File: src/rtl/rx_deser_frame.sv
// Pixel deserializer: strips start/stop framing from the recovered bit stream and emits
// row/column-tagged parallel pixels. Optional even parity per word via RX_DESER_PARITY_EN.
module rx_deser_frame #(
    parameter int unsigned PIX_W = 8,
    parameter int unsigned COLS  = 250,
    parameter int unsigned ROWS  = 250,
    parameter int unsigned COL_W = 8,
    parameter int unsigned ROW_W = 8
) (
    input  logic             SCLOCK,
    input  logic             RESET,
    input  logic             FRAME_SYNC_START,
    input  logic             SER_INPUT,
    input  logic             SER_INPUT_EN,
    output logic [PIX_W-1:0] PAR_DATA,
    output logic             PAR_DATA_EN,
    output logic [ROW_W-1:0] ROW_NUM,
    output logic [COL_W-1:0] COL_NUM,
    output logic             FRAME_DONE,
    output logic             FRAME_ACTIVE,
    output logic             ERROR,
    output logic             DEC_RSYNC
);

    localparam int unsigned CNT_W = $clog2(PIX_W);

    typedef enum logic [2:0] {
        S_IDLE,
        S_HUNT,
        S_DATA,
        S_PARITY,
        S_STOP,
        S_DONE
    } state_t;

    state_t             state_q, state_d;
    logic [PIX_W-1:0]   shift_q, shift_d;
    logic [CNT_W-1:0]   bit_cnt_q, bit_cnt_d;
    logic [ROW_W-1:0]   row_q, row_d;
    logic [COL_W-1:0]   col_q, col_d;
    logic [PIX_W-1:0]   par_data_d;
    logic [ROW_W-1:0]   row_num_d;
    logic [COL_W-1:0]   col_num_d;
    logic               par_en_d;
    logic               done_d;
    logic               active_d;
    logic               err_d;

    // Next-state and next-output logic
    always_comb begin
        state_d    = state_q;
        shift_d    = shift_q;
        bit_cnt_d  = bit_cnt_q;
        row_d      = row_q;
        col_d      = col_q;
        par_data_d = PAR_DATA;
        row_num_d  = ROW_NUM;
        col_num_d  = COL_NUM;
        par_en_d   = 1'b0;
        done_d     = 1'b0;
        active_d   = FRAME_ACTIVE;
        err_d      = 1'b0;

        // A sync pulse restarts the frame from any state and swallows a coincident bit
        if (FRAME_SYNC_START) begin
            row_d     = '0;
            col_d     = '0;
            bit_cnt_d = '0;
            active_d  = 1'b1;
            state_d   = S_HUNT;
        end else begin
            case (state_q)
                S_IDLE: ;
                S_HUNT: begin
                    if (SER_INPUT_EN && SER_INPUT) begin
                        bit_cnt_d = '0;
                        state_d   = S_DATA;
                    end
                end
                S_DATA: begin
                    if (SER_INPUT_EN) begin
                        shift_d   = {shift_q[PIX_W-2:0], SER_INPUT};
                        bit_cnt_d = bit_cnt_q + CNT_W'(1);
                        if (bit_cnt_q == CNT_W'(PIX_W - 1)) begin
                            bit_cnt_d = '0;
`ifdef RX_DESER_PARITY_EN
                            state_d   = S_PARITY;
`else
                            state_d   = S_STOP;
`endif
                        end
                    end
                end
`ifdef RX_DESER_PARITY_EN
                S_PARITY: begin
                    if (SER_INPUT_EN) begin
                        if (SER_INPUT != (^shift_q)) begin
                            err_d    = 1'b1;
                            active_d = 1'b0;
                            state_d  = S_IDLE;
                        end else begin
                            state_d  = S_STOP;
                        end
                    end
                end
`endif
                S_STOP: begin
                    if (SER_INPUT_EN) begin
                        if (SER_INPUT) begin
                            err_d    = 1'b1;
                            active_d = 1'b0;
                            state_d  = S_IDLE;
                        end else begin
                            par_data_d = shift_q;
                            par_en_d   = 1'b1;
                            row_num_d  = row_q;
                            col_num_d  = col_q;
                            state_d    = S_HUNT;
                            if (col_q == COL_W'(COLS - 1)) begin
                                col_d = '0;
                                if (row_q == ROW_W'(ROWS - 1)) begin
                                    row_d   = '0;
                                    state_d = S_DONE;
                                end else begin
                                    row_d = row_q + ROW_W'(1);
                                end
                            end else begin
                                col_d = col_q + COL_W'(1);
                            end
                        end
                    end
                end
                // Frame complete one cycle after the final pixel strobe
                S_DONE: begin
                    done_d   = 1'b1;
                    active_d = 1'b0;
                    state_d  = S_IDLE;
                end
                default: state_d = S_IDLE;
            endcase
        end
    end

    // State and output registers
    always_ff @(posedge SCLOCK or negedge RESET) begin
        if (!RESET) begin
            state_q      <= S_IDLE;
            shift_q      <= '0;
            bit_cnt_q    <= '0;
            row_q        <= '0;
            col_q        <= '0;
            PAR_DATA     <= '0;
            PAR_DATA_EN  <= 1'b0;
            ROW_NUM      <= '0;
            COL_NUM      <= '0;
            FRAME_DONE   <= 1'b0;
            FRAME_ACTIVE <= 1'b0;
            ERROR        <= 1'b0;
            DEC_RSYNC    <= 1'b0;
        end else begin
            state_q      <= state_d;
            shift_q      <= shift_d;
            bit_cnt_q    <= bit_cnt_d;
            row_q        <= row_d;
            col_q        <= col_d;
            PAR_DATA     <= par_data_d;
            PAR_DATA_EN  <= par_en_d;
            ROW_NUM      <= row_num_d;
            COL_NUM      <= col_num_d;
            FRAME_DONE   <= done_d;
            FRAME_ACTIVE <= active_d;
            ERROR        <= err_d;
            DEC_RSYNC    <= err_d;
        end
    end

endmodule

File: config.mk
export PLATFORM = sky130hd
export DESIGN_NAME = rx_deser_frame
export DESIGN_NICKNAME = d
export VERILOG_FILES = /design/src/rtl/rx_deser_frame.sv
export SDC_FILE = /design/constraint.sdc
export NUM_CORES = 1
export LEC_CHECK = 0
export ABC_CLOCK_PERIOD_IN_PS = 3560
export CELL_PAD_IN_SITES_DETAIL_PLACEMENT = 1
export CELL_PAD_IN_SITES_GLOBAL_PLACEMENT = 1
export CORE_UTILIZATION = 49
export CTS_BUF_LIST = sky130_fd_sc_hd__clkbuf_4 sky130_fd_sc_hd__clkbuf_8
export CTS_CLUSTER_DIAMETER = 40
export CTS_CLUSTER_SIZE = 12
export DETAILED_ROUTE_END_ITERATION = 8
export GPL_ROUTABILITY_DRIVEN = 0
export HOLD_SLACK_MARGIN = 0.03
export PLACE_DENSITY_LB_ADDON = 0.2
export SYNTH_ARGS = -nofsm -noshare
export SYNTH_HDL_FRONTEND = slang
export SYNTH_SLANG_ARGS = --single-unit
File: constraint.sdc
create_clock -name SCLOCK -period 3.56 [get_ports SCLOCK]
set_input_delay 0.712 -clock SCLOCK [delete_from_list [all_inputs] [get_ports SCLOCK]]
set_output_delay 0.712 -clock SCLOCK [all_outputs]
set_load 0.01 [all_outputs]
==> run summary <==
postcts setup bufs -> 0
synthesis-to-finish area growth -> 21.2%
clock sink total -> 58
pin count of the biggest net entering global routing -> 38
Clock transition at path regs -> 0.06 ns
CTS Buf Count -> 9
CP startpoint kind -> input pin
I/O Buffers -> 33
Reg power frac -> 53.6%
outcome -> finished clean
layout cell share with drive strength beyond 1 -> 19.6%
Gate power share -> 3.7%
vias in the first global route -> 1921
starting density of the core -> 51.6%
Internal -> 0.971 mW
worst-margin pin slew -> 0.882 ns
Tcrit/Tclk final -> 75.5%
FF+latch count, synth -> 58
Core Util, Final -> 62.5%
setup_tns -> 0 ns
Clk network pwr share -> 42.7%
Critical Path Max Stage Delay -> 0.87 ns
share of the synthesized area in the top cell type -> 54.4%
DR vias/cell -> 5.60
EDFF count, synth -> 0
CTS Hold Bufs -> 0
max cap viols -> 0
Slew headroom -> 40.4%
post-DP HPWL -> 4.12 mm
Hold Slack -> 0.343 ns
post-synth cell types -> 42
fin cells -> 340
count leader, synth -> dfrtp_1
DRT Wirelength -> 6.07 mm
Max Fclk -> 372 MHz
switch share -> 22.4%
CP max FO -> 12
crit-path cells -> clkdlybuf4s50_1 -> nor4b_1 -> nand2_2 -> mux2_2
net switching power -> 0.281 mW
synth top area cells -> dfrtp_1, mux2_2, ha_1, a21oi_1, o21ai_0
Hold Crit Class -> input pin to async pin
DR vias -> 1905
wire per inst -> 17.9 um
core footprint -> 0.00517 mm2
post-synthesis sequential area ratio -> 54.4%
syn nets -> 238
final setup fails -> 0
area leader, netlist -> dfrtp_1
Synth Warn # -> 0
crit path buf inv count -> 1
Avg Cell Area, Syn -> 11.8 um2
number of remaining DRC errors -> 0
Post-synth top cells -> dfrtp_1, mux2_2, nand2_1, a21oi_1, o21ai_0
CTS tree -> done
crit path kind -> input pin to register
Crit. End Element -> register
Main synth FF type -> dfrtp_1
Antenna Cells -> 0
Slew Viols, Final -> 0
Cell Pwr Density -> 387 mW/mm2
clock skew -> 0.00408 ns
row count -> 26
antenna violation net count after detailed routing -> 0
CP top delay family -> simple AND/OR/NAND/NOR gates
Final Hold Viols -> 0
width of the die -> 75.8 um
Skew-Pair Late Insertion Delay -> 0.33 ns
Gates resized, CTS repair -> 0
nets -> 276
Die Y-Extent -> 75.8 um
grt ovf -> 0
area of the mapped netlist -> 0.00267 mm2
1st-pass router iterations -> 4
full die area -> 0.00574 mm2
CTS root buf -> clkbuf_8
Worst path slowest cell -> nor4b_1
RSZ-0062 raised after global routing -> no
ys async rst share -> 100%
IO Pins -> 34
min Tclk post-route -> 2.69 ns
LEAKAGE -> 1.47 nW
Worst Path Required -> 3.77 ns
GRT Total Usage -> 23.8%
initial antenna violation count -> 0
cells after synthesis -> 227
dpl cells -> 324
1st-iter DRT viols -> 82
crit path DAT -> 2.89 ns
CTS H-tree lvls -> 3
first-pass GRT wire length -> 9.73 mm
maximum clock path buffer count -> 2
Max IR drop VDD -> 0.219 mV
-- cell type report --
| type | instances | area, um2 |
|---|---|---|
| fillers | 544 | 1940 |
| inverters | 7 | 26.3 |
| clock buffers | 13 | 160 |
| well taps | 70 | 87.6 |
| multi-input cells | 153 | 1150 |
| clock inverters | 3 | 15.0 |
| flip-flops and latches | 58 | 1450 |
| repair buffers | 36 | 348 |
-- layer usage --
metal / part of all wire [%] / global-route usage, % / up-vias
li1: - / - / 895
met1: 46 / 30.7 / 977
met2: 50 / 38.8 / 27
met3: 2.5 / 3.97 / 6
met4: 1.3 / 11.7 / 0
met5: 0 / 0 / -
-- registers in the layout, indices dropped and copies added, names as in the netlist, 3 cells and up --
name / flops
state_q: 3
shift_q: 8
bit_cnt_q: 3
PAR_DATA: 8
COL_NUM: 8
ROW_NUM: 8
col_q: 8
row_q: 8
-- power groups by stage --
stage | sequential, mW | clock [mW] | combinational, mW
floorplan | 0.679 | 0 | 0.0235
global placement | 0.682 | 0 | 0.0459
detailed placement | 0.682 | 0 | 0.0476
CTS | 0.670 | 0.543 | 0.0478
global route | 0.671 | 0.571 | 0.0526
finish | 0.670 | 0.534 | 0.0469
-- per-stage QoR --
stage / setup WS, ns / instance area, um2 / power, mW
2_1_floorplan: 1.66 / 2670 / 0.702
3_3_place_gp: 0.669 / 3060 / 0.728
3_5_place_dp: 0.551 / 3060 / 0.730
4_1_cts: 0.899 / 3230 / 1.26
5_1_grt: 0.755 / 3230 / 1.30
6_report: 0.871 / 3230 / 1.25
-- path summary, 6_finish.rpt --
check                      cells after the start  slack [ns]           to             start
max reg2reg                                    3        1.49   shift_q[2]        state_q[0]
min reg2reg                                    2        0.48   COL_NUM[1]        COL_NUM[1]
max                                            4        0.87   shift_q[2]  FRAME_SYNC_START
min in group SCLOCK                            2        0.48   COL_NUM[1]        COL_NUM[1]
min                                            1        0.34  PAR_DATA[7]             RESET
max in group asynchronous                      2        2.37   ROW_NUM[6]             RESET
-- cells in the final DEF (no fill, tap or decap), types with 7 or more instances in the layout --
master           Yosys  final
or3_1                7      7
clkdlybuf4s50_1      0     32
inv_1                7      7
mux2_2              30     30
clkbuf_8             0     10
nand2_1             15     15
a21oi_1             12     12
o21ai_0             12     12
dfrtp_1             58     58
-- worst reg2reg max path: stages, from the launching register on --
cell and delay [ns]:
dfrtp_1 0.49, nor4b_1 0.81, nand2_2 0.31, mux2_2 0.35
-- logic make-up after synthesis --
family                   share of synthesized area, %
AND/OR/NAND/NOR                                  16.1
flip-flops                                       54.4
AO/OA/AOI/OAI                                    9.19
multiplexers                                     14.5
buffers and inverters                            2.63
adder cells (fa/ha/maj)                          2.81
XOR/XNOR                                        0.328
(Power assumes the default switching activity.)
